===== src/rtl/dma_2d_pkg.sv =====
// Shared constants, FSM state and command type for the 2D burst command generator.
package dma_2d_pkg;

    localparam int BYTES_PER_BEAT = 4;
    localparam int BOUNDARY_4K    = 4096;
    localparam int AXI_LEN_W      = 8;
    localparam int CMD_ADDR_W     = 32;

    typedef enum logic [1:0] {
        IDLE,
        CALC,
        ISSUE,
        DONE
    } state_t;

    typedef struct packed {
        logic [CMD_ADDR_W-1:0] addr;
        logic [AXI_LEN_W-1:0]  len;
        logic                  eol;
        logic                  last;
    } cmd_t;

endpackage


===== src/rtl/dma_2d_burst_calc.sv =====
// Combinational burst sizing: min(beats left, max burst, room to next 4 KB) plus
// end-of-row / end-of-frame flags for the burst being sized.
module dma_2d_burst_calc
    import dma_2d_pkg::*;
#(
    parameter int C_M_AXI_BURST_LEN = 64,
    parameter int C_IMG_DIM_WIDTH   = 32
) (
    input  logic [C_IMG_DIM_WIDTH-1:0] beats_left_i,
    input  logic [11:0]                addr_lo_i,
    input  logic [C_IMG_DIM_WIDTH-1:0] row_i,
    input  logic [C_IMG_DIM_WIDTH-1:0] height_i,
    output logic [8:0]                 beats_o,
    output logic [AXI_LEN_W-1:0]       len_o,
    output logic                       eol_o,
    output logic                       last_o
);

    logic [10:0] beats_to_4k;
    logic [10:0] cap;

    // NOTE: every variable gets a value on every path through this block, so no latch is inferred.
    always_comb begin
        beats_to_4k = 11'((BOUNDARY_4K - int'(addr_lo_i)) / BYTES_PER_BEAT);
        cap         = (beats_to_4k < 11'(C_M_AXI_BURST_LEN)) ? beats_to_4k : 11'(C_M_AXI_BURST_LEN);
        // A misaligned address in the final word before 4 KB leaves no whole beat; move one so the row advances.
        if (cap == 11'd0) begin
            cap = 11'd1;
        end
        if (beats_left_i < C_IMG_DIM_WIDTH'(cap)) begin
            beats_o = beats_left_i[8:0];
        end else begin
            beats_o = cap[8:0];
        end
        len_o  = AXI_LEN_W'(beats_o - 9'd1);
        eol_o  = (beats_left_i == C_IMG_DIM_WIDTH'(beats_o));
        last_o = eol_o && (row_i == height_i - C_IMG_DIM_WIDTH'(1));
    end

endmodule


===== src/rtl/dma_2d_burst_gen.sv =====
// Per-frame 2D AXI4 INCR burst command generator (rows split at max burst and 4 KB).
// Optional macro DMA_2D_BURST_ALIGN_CHECK_EN adds o_cfg_err for misaligned base/stride.
module dma_2d_burst_gen
    import dma_2d_pkg::*;
#(
    parameter int C_M_AXI_ADDR_WIDTH = 32,
    parameter int C_M_AXI_BURST_LEN  = 64,
    parameter int C_IMG_DIM_WIDTH    = 32
) (
    input  logic                          M_AXI_ACLK,
    input  logic                          M_AXI_ARESET,
    input  logic                          i_start,
    input  logic [C_M_AXI_ADDR_WIDTH-1:0] i_base_addr,
    input  logic [C_IMG_DIM_WIDTH-1:0]    i_img_width,
    input  logic [C_IMG_DIM_WIDTH-1:0]    i_img_height,
    input  logic [C_IMG_DIM_WIDTH-1:0]    i_img_stride,
    output logic                          o_cmd_valid,
    input  logic                          i_cmd_ready,
    output logic [C_M_AXI_ADDR_WIDTH-1:0] o_cmd_addr,
    output logic [AXI_LEN_W-1:0]          o_cmd_len,
    output logic                          o_cmd_eol,
    output logic                          o_cmd_last,
    output logic                          o_busy,
    output logic                          o_done
`ifdef DMA_2D_BURST_ALIGN_CHECK_EN
    ,
    output logic                          o_cfg_err
`endif
);

    localparam int AW = C_M_AXI_ADDR_WIDTH;
    localparam int DW = C_IMG_DIM_WIDTH;

    // The command struct carries a fixed-width address.
    if (AW != CMD_ADDR_W) begin : g_addr_w_check
        $error("C_M_AXI_ADDR_WIDTH must equal dma_2d_pkg::CMD_ADDR_W");
    end
    if (C_M_AXI_BURST_LEN < 1 || C_M_AXI_BURST_LEN > 256) begin : g_burst_len_check
        $error("C_M_AXI_BURST_LEN must be in 1..256");
    end

    state_t               state_q;
    cmd_t                 cmd_q;
    cmd_t                 cmd_d;
    logic                 valid_q;
    logic                 busy_q;
    logic                 done_q;
    logic [AW-1:0]        row_addr_q;
    logic [AW-1:0]        cur_addr_q;
    logic [AW-1:0]        row_addr_d;
    logic [AW-1:0]        cur_addr_d;
    logic [DW-1:0]        width_q;
    logic [DW-1:0]        height_q;
    logic [DW-1:0]        stride_q;
    logic [DW-1:0]        beats_left_q;
    logic [DW-1:0]        beats_left_d;
    logic [DW-1:0]        row_q;
    logic [8:0]           beats_q;
    logic [8:0]           calc_beats;
    logic [AXI_LEN_W-1:0] calc_len;
    logic                 calc_eol;
    logic                 calc_last;
    logic                 start_empty;
`ifdef DMA_2D_BURST_ALIGN_CHECK_EN
    logic                 cfg_err_q;
    logic                 start_bad;

    assign start_bad = (i_base_addr[1:0] != 2'b00) || (i_img_stride[1:0] != 2'b00);
`endif

    assign start_empty = (i_img_width == '0) || (i_img_height == '0);

    dma_2d_burst_calc #(
        .C_M_AXI_BURST_LEN (C_M_AXI_BURST_LEN),
        .C_IMG_DIM_WIDTH   (C_IMG_DIM_WIDTH)
    ) u_calc (
        .beats_left_i (beats_left_q),
        .addr_lo_i    (cur_addr_q[11:0]),
        .row_i        (row_q),
        .height_i     (height_q),
        .beats_o      (calc_beats),
        .len_o        (calc_len),
        .eol_o        (calc_eol),
        .last_o       (calc_last)
    );

    always_comb begin
        cmd_d        = '{addr: cur_addr_q, len: calc_len, eol: calc_eol, last: calc_last};
        row_addr_d   = row_addr_q + AW'(stride_q);
        cur_addr_d   = cur_addr_q + AW'(beats_q) * AW'(BYTES_PER_BEAT);
        beats_left_d = beats_left_q - DW'(beats_q);
    end

    // NOTE: sequential state uses non-blocking assignments only, so every register samples pre-edge values.
    always_ff @(posedge M_AXI_ACLK) begin
        if (M_AXI_ARESET) begin
            state_q      <= IDLE;
            cmd_q        <= '0;
            valid_q      <= 1'b0;
            busy_q       <= 1'b0;
            done_q       <= 1'b0;
            row_addr_q   <= '0;
            cur_addr_q   <= '0;
            width_q      <= '0;
            height_q     <= '0;
            stride_q     <= '0;
            beats_left_q <= '0;
            row_q        <= '0;
            beats_q      <= '0;
`ifdef DMA_2D_BURST_ALIGN_CHECK_EN
            cfg_err_q    <= 1'b0;
`endif
        end else begin
            case (state_q)
                IDLE: begin
                    if (i_start) begin
                        width_q      <= i_img_width;
                        height_q     <= i_img_height;
                        stride_q     <= i_img_stride;
                        row_addr_q   <= i_base_addr;
                        cur_addr_q   <= i_base_addr;
                        beats_left_q <= i_img_width;
                        row_q        <= '0;
                        busy_q       <= 1'b1;
`ifdef DMA_2D_BURST_ALIGN_CHECK_EN
                        cfg_err_q    <= start_bad;
                        if (start_bad || start_empty) begin
`else
                        if (start_empty) begin
`endif
                            state_q <= DONE;
                            done_q  <= 1'b1;
                        end else begin
                            state_q <= CALC;
                        end
                    end
                end
                CALC: begin
                    cmd_q   <= cmd_d;
                    beats_q <= calc_beats;
                    valid_q <= 1'b1;
                    state_q <= ISSUE;
                end
                ISSUE: begin
                    if (i_cmd_ready) begin
                        valid_q <= 1'b0;
                        if (cmd_q.last) begin
                            state_q <= DONE;
                            done_q  <= 1'b1;
                        end else begin
                            // Each row restarts from its own base so overlapping strides stay exact.
                            if (cmd_q.eol) begin
                                row_q        <= row_q + DW'(1);
                                row_addr_q   <= row_addr_d;
                                cur_addr_q   <= row_addr_d;
                                beats_left_q <= width_q;
                            end else begin
                                cur_addr_q   <= cur_addr_d;
                                beats_left_q <= beats_left_d;
                            end
                            state_q <= CALC;
                        end
                    end
                end
                DONE: begin
                    done_q  <= 1'b0;
                    busy_q  <= 1'b0;
                    state_q <= IDLE;
                end
                default: begin
                    state_q <= IDLE;
                end
            endcase
        end
    end

    assign o_cmd_valid = valid_q;
    assign o_cmd_addr  = cmd_q.addr;
    assign o_cmd_len   = cmd_q.len;
    assign o_cmd_eol   = cmd_q.eol;
    assign o_cmd_last  = cmd_q.last;
    assign o_busy      = busy_q;
    assign o_done      = done_q;
`ifdef DMA_2D_BURST_ALIGN_CHECK_EN
    assign o_cfg_err   = cfg_err_q;
`endif

endmodule


===== config.mk =====
export PLATFORM = sky130hd
export DESIGN_NAME = dma_2d_burst_gen
export DESIGN_NICKNAME = d
export VERILOG_FILES = /design/src/rtl/dma_2d_pkg.sv /design/src/rtl/dma_2d_burst_calc.sv /design/src/rtl/dma_2d_burst_gen.sv
export SDC_FILE = /design/constraint.sdc
export NUM_CORES = 1
export LEC_CHECK = 0
export ABC_CLOCK_PERIOD_IN_PS = 6980
export BUFFER_PORTS_ARGS = -buffer_cell sky130_fd_sc_hd__buf_2
export CAP_MARGIN = 20
export CORE_UTILIZATION = 50
export DETAILED_ROUTE_END_ITERATION = 16
export GPL_TIMING_DRIVEN = 0
export PLACE_DENSITY = 0.7
export SLEW_MARGIN = 20
export SYNTH_ARGS = -nofsm -noshare
export SYNTH_HDL_FRONTEND = slang
export SYNTH_SLANG_ARGS = --single-unit

===== constraint.sdc =====
create_clock -name M_AXI_ACLK -period 6.98 [get_ports M_AXI_ACLK]
set_input_delay 1.047 -clock M_AXI_ACLK [delete_from_list [all_inputs] [get_ports M_AXI_ACLK]]
set_output_delay 1.047 -clock M_AXI_ACLK [all_outputs]
set_load 0.1 [all_outputs]

==> results.tsv, run 1 <==
metric	value	unit
status	finished, final reports clean	
end_kind	flop	
root_buffer	clkbuf_16	
tns	0	ps
cts-resized-gates	0	
dp_hpwl	50700	um
die_x	185	um
arrival	6610	ps
worst_setup_path_start_kind	flop	
wire_per_inst	22.8	um
viasPerCell	6.27	
cts_buffer_depth	3	
cts_setup_buffers	0	
ant_nets	0	
comb_power_share	0.277	
worst_ep_required_time	7410	ps
hold_viol	0	
ys_async_sr_fraction	0	
cts_tree	built	
fmax	162	MHz
pwr-share-clk	0.351	
tightest_slew	1300	ps
synth_area_leaders	dfxtp_1 (34%), nand2_1 (8.6%), a21oi_1 (7.5%)	
rsz0062_at_grt	no	
die_area	34200	um^2
grt_pass1_wl	99200	um
routed_wl	66500	um
period_share	0.885	
drc	0	
skew	27.9	ps
nNetsFinal	2647	
vias	18300	
gp_congestion	0.983	
drive_above_1_share	0.104	
synthToLayoutAreaGrowth	15.3	%
grt_pass1_vias	16600	
ys_types	85	
syn_area	16700	um^2
hold_buffers	0	
rows	66	
min_path_type	flop to flop	
avgSynthCellArea	7.48	um^2
fin_hold_ws	451	ps
seq_area_frac_synth	0.335	
power.switching	1.81	mW
start_util	0.511	
grt_overflow	0	
path_class	flop to flop	
path_max_fanout	10	
clk_pin_slew_worst_paths	60	ps
drt_pre_antenna_iters	6	
synthCells	2234	
p_int	3.21	mW
synth-main-ff-cell	dfxtp_1	
synth-edff-count	0	
power	5.02	mW
ir_drop	0.180	mV
core_area	32700	um^2
p_per_area	261	nW/um^2
grt_usage	0.384	
clk_latency	520	ps
port_buffers	176	
drt_iter0_markers	2020	
grt_max_degree	13	
synth_top_area_cell	dfxtp_1	
final-setup-viol-count	0	
slew_headroom	0.134	
slew_viol_final	0	
ioPinCount	177	
antenna_found_initial	0	
fin_crit	6180	ps
cts_htree_levels	2	
p_leak	7.51	nW
numClockSinks	280	
netSwitchingFraction	0.360	
cts_made_buffers	34	
synth.top_cell.area_share	0.335	
die_y	185	um
yosysWarnings	0	
p_seq_frac	0.372	
cap_violations	0	
synth-seq-cells	280	
[layout by cell type, fill, tap and decap left out, drive strengths merged, types with 7 or more instances in the layout]
| cell | n |
|---|---|
| or3 | 30 |
| a21oi | 252 |
| buf | 187 |
| xor2 | 38 |
| nand2b | 11 |
| nor2b | 27 |
| and4 | 10 |
| nor2 | 183 |
| mux2i | 7 |
| o21a | 23 |
| o32ai | 8 |
| a221oi | 7 |
| nand3 | 67 |
| a2111oi | 11 |
| a21o | 35 |
| o211ai | 15 |
| and2 | 10 |
| a311oi | 12 |
| o22ai | 10 |
| clkinv | 11 |
| xnor2 | 72 |
| nand4 | 24 |
| and3 | 20 |
| a211oi | 39 |
| o21ai | 109 |
| a211o | 7 |
| ha | 62 |
| or2 | 8 |
| or4 | 21 |
| dfxtp | 280 |
| nand2 | 381 |
| clkbuf | 178 |
| nor3 | 56 |
| o31ai | 15 |
| nor4 | 56 |
| inv | 54 |
| a31oi | 32 |
[Yosys cell counts (12+ instances only)]
| library cell | n |
|---|---|
| nor3_1 | 56 |
| nand3_1 | 67 |
| nor2_1 | 183 |
| dfxtp_1 | 280 |
| a21o_1 | 35 |
| inv_1 | 53 |
| xor2_1 | 38 |
| a31oi_1 | 32 |
| a311oi_1 | 12 |
| o211ai_1 | 15 |
| xnor2_1 | 72 |
| or3_1 | 30 |
| nand4_1 | 24 |
| and3_1 | 20 |
| o21ai_0 | 102 |
| o21a_1 | 23 |
| or4_1 | 20 |
| clkbuf_1 | 128 |
| o31ai_1 | 14 |
| ha_1 | 62 |
| nor4_1 | 52 |
| a211oi_1 | 39 |
| a21oi_1 | 252 |
| nor2b_1 | 27 |
| nand2_1 | 381 |
[power by group through the flow]
stage	clock network [mW]	logic [mW]	registers (mW)
CTS	1.77	1.35	1.86
floorplan	0	0.850	1.93
global route	1.83	1.49	1.88
finish	1.76	1.39	1.87
detailed placement	0	1.34	1.89
global placement	0	1.32	1.89
[flip-flops by register name, indices dropped and copies added, names as in the netlist, 2 cells and up]
signal	count
beats_left_q	32
beats_q	9
cur_addr_q	32
height_q	32
o_cmd_addr	32
o_cmd_len	8
row_addr_q	32
row_q	32
state_q	2
stride_q	32
width_q	32
[through the flow]
| step | worst slack [ps] | util | std cells | cell area, um^2 |
|---|---|---|---|---|
| floorplan | 2030 | - | 2237 | 16700 |
| global placement | 1010 | 0.555 | 2855 | 18200 |
| detailed placement | 1020 | 0.556 | 2856 | 18200 |
| CTS | 954 | 0.589 | 2917 | 19300 |
| global route | 503 | 0.589 | 2917 | 19300 |
| finish | 802 | 0.589 | 2918 | 19300 |
[routing by layer]
layer	routed length, um	GRT usage	share of wire
met4	2660	0.159	0.040
met3	6270	0.0590	0.094
met1	28700	0.524	0.43
met5	0	0	0
met2	28900	0.604	0.43
[cell type report]
type | instances | area (um^2)
antenna | 1 | 2.50
buffer | 140 | 534
clock buffer | 49 | 968
clock inverter | 12 | 114
fill | 3182 | 13400
inverter | 55 | 206
multi-input combinational | 1762 | 10400
sequential | 280 | 5610
tap | 442 | 553
timing repair buffer | 177 | 891
[critical path, stage by stage (launching register included)]
cell      delay, ps
dfxtp_1         430
or4_1           550
clkbuf_1        210
or4_1           420
clkbuf_1        190
o21ai_1         470
a21o_1          200
ha_1            260
a21o_1          180
a21o_1          180
a2111o_1        420
o21ai_2         320
buf_2           280
nor2_1           70
a21oi_1         210
ha_1            190
clkbuf_1        360
inv_1           210
a32o_1          260
a21oi_1         140
a21oi_1          80
a211o_1         290
a21oi_1         130
[final timing paths]
path / slack (ps) / end / from / cells after the start
setup / recovery: 800 / o_cmd_len[4] / cur_addr_q[1] / 22
hold / removal: 450 / o_cmd_addr[30] / o_cmd_addr[30] / 2
setup reg to reg: 800 / o_cmd_len[4] / cur_addr_q[1] / 22
hold reg to reg: 450 / o_cmd_addr[30] / o_cmd_addr[30] / 2
[cells by family after synthesis]
logic type / synth area share
xor gates and xnor gates: 0.0576
other: 0.000224
buffers and inverters: 0.0443
muxes: 0.00824
adders and majority gates: 0.0500
and+or+nand+nor: 0.262
DFF: 0.335
AOI/OAI and AO/OA: 0.242
Note: power is estimated with default switching activity, not from simulation.
==> run 2, diff against run 1 <==
--- a/config.mk
+++ b/config.mk
@@ -5,9 +5,10 @@
 export SDC_FILE = /design/constraint.sdc
 export NUM_CORES = 1
 export LEC_CHECK = 0
-export ABC_CLOCK_PERIOD_IN_PS = 6980
+export ABC_CLOCK_PERIOD_IN_PS = 7250
 export BUFFER_PORTS_ARGS = -buffer_cell sky130_fd_sc_hd__buf_2
 export CAP_MARGIN = 20
+export CORE_MARGIN = 5
 export CORE_UTILIZATION = 50
 export DETAILED_ROUTE_END_ITERATION = 16
 export GPL_TIMING_DRIVEN = 0
==> constraint.sdc (replaced) <==
create_clock -name M_AXI_ACLK -period 7.25 [get_ports M_AXI_ACLK]
set_input_delay 1.0875 -clock M_AXI_ACLK [delete_from_list [all_inputs] [get_ports M_AXI_ACLK]]
set_output_delay 1.0875 -clock M_AXI_ACLK [all_outputs]
set_load 0.1 [all_outputs]
==> results.tsv, run 2 (synthesis gave the netlist of run 1 again) <==
metric	value	unit
status	finished, final reports clean	
vias	18300	
start_util	0.502	
reg2regPathDepth	22	
numClockSinks	280	
antenna_found_initial	3	
path_buf_inv	5	
grt_max_degree	15	
placed_area	18200	um^2
slew_headroom	0.218	
core_area	33300	um^2
drc	0	
fin_hold_ws	452	ps
p_per_area	250	nW/um^2
fin_crit	6260	ps
arrival	6700	ps
tightest_slew	1170	ps
drive_above_1_share	0.105	
cts_made_buffers	34	
routed_wl	66900	um
clk_latency	530	ps
path_max_fanout	10	
path_class	flop to flop	
grt_usage	0.347	
gp_congestion	0.982	
path_cells	or4_1 > clkbuf_1 > or4_1 > clkbuf_1 > o21ai_1 > a21o_1 > ha_1 > a21o_1 > a21o_1 > a2111o_1 > o21ai_2 > buf_2 > nor2_1 > a21oi_1 > ha_1 > clkbuf_1 > inv_1 > a32o_1 > a21oi_1 > a21oi_1 > a211o_1 > a21oi_1	
cts_setup_buffers	0	
cp_slowest_stage_delay	560	ps
drt_iter0_markers	2070	
p_leak	7.50	nW
synthToLayoutAreaGrowth	15.3	%
skew	24.7	ps
cp_top_family	compound AO/OA/AOI/OAI gates	
die_y	193	um
port_buffers	176	
pre_cts_ws	1240	ps
slew_viol_final	0	
cts_buffer_depth	3	
dp_hpwl	50700	um
final_common_cell	nand2_1	
n_fill_cell	3237	
worst_ep_required_time	7680	ps
grt_pass1_wl	99700	um
worst_setup_path_start_kind	flop	
tns	0	ps
ant_nets	0	
drt_pre_antenna_iters	8	
wire_per_inst	22.9	um
cap_violations	0	
nNetsFinal	2647	
cts_htree_levels	2	
final_cell_mix	nand2_1 (381), dfxtp_1 (280), a21oi_1 (252)	
fin_area	19300	um^2
clk_pin_slew_worst_paths	60	ps
die_area	37200	um^2
rrSetupSlack	990	ps
fin_util	0.579	
worstSetupPathDepth	22	
hold_viol	0	
ir_drop	0.165	mV
grt_pass1_vias	17100	
power	4.81	mW
rsz0062_at_grt	no	
dp_cells	2862	
hold_buffers	0	
min_path_type	flop to flop	
end_kind	flop	
stdcell_count	2923	
period_share	0.864	
cts_tree	built	
ioPinCount	177	
critPathMostFrequentCell	a21oi_1	
cp_slowest_cell	or4_1	
rows	67	
grt_overflow	0	
holdPathStages	2	
post-route-worst-setup-slack	987	ps
root_buffer	clkbuf_16	
final-setup-viol-count	0	
cts-resized-gates	0	
viasPerCell	6.26	
fmax	160	MHz
die_x	193	um
==> run 2: cell count changes in the layout (fill, tap and decap cells not counted), sizes merged <==
cell and delta:
bufinv -1, clkbuf -3, clkinv -2, clkinvlp +2, diode +2, inv +1
==> run 2: final timing paths <==
path | from | end
worst max register to register | cur_addr_q[1] | o_cmd_len[4]
worst min register to register | o_cmd_addr[6] | o_cmd_addr[6]
worst max-delay path | cur_addr_q[1] | o_cmd_len[4]
worst min-delay path | o_cmd_addr[6] | o_cmd_addr[6]
==> run 2: per-layer routing <==
metal  GRT usage  up-vias  wire, um
met5           0        -         9
li1            -     8515         -
met4       0.132        2      2810
met2       0.549      968     29500
met1       0.467     8621     28000
met3      0.0693      187      6650
==> run 2: worst register-to-register path, stage by stage (launching register included) <==
cell and delay (ps):
dfxtp_1 430, or4_1 560, clkbuf_1 220, or4_1 430, clkbuf_1 180, o21ai_1 460, a21o_1 240, ha_1 280
a21o_1 200, a21o_1 190, a2111o_1 420, o21ai_2 340, buf_2 290, nor2_1 80, a21oi_1 190, ha_1 200
clkbuf_1 360, inv_1 200, a32o_1 250, a21oi_1 140, a21oi_1 80, a211o_1 300, a21oi_1 150
==> run 2: final cells by class <==
type	instances	area [um^2]	area share
Timing Repair Buffer	177	891	0.0462
Clock buffer	46	987	0.0512
Tap cell	448	561	0.0291
Antenna cell	3	7.51	0.000389
Sequential cell	280	5610	0.291
Buffer	140	534	0.0277
Inverter	55	206	0.0107
Clock inverter	12	97.6	0.00506
Multi-Input combinational cell	1762	10400	0.539
==> run 2: power by group <==
group / internal (mW) / leakage (nW) / switching, mW
clock network: 0.990 / 0.537 / 0.698
registers: 1.66 / 2.29 / 0.134
logic: 0.428 / 4.67 / 0.901
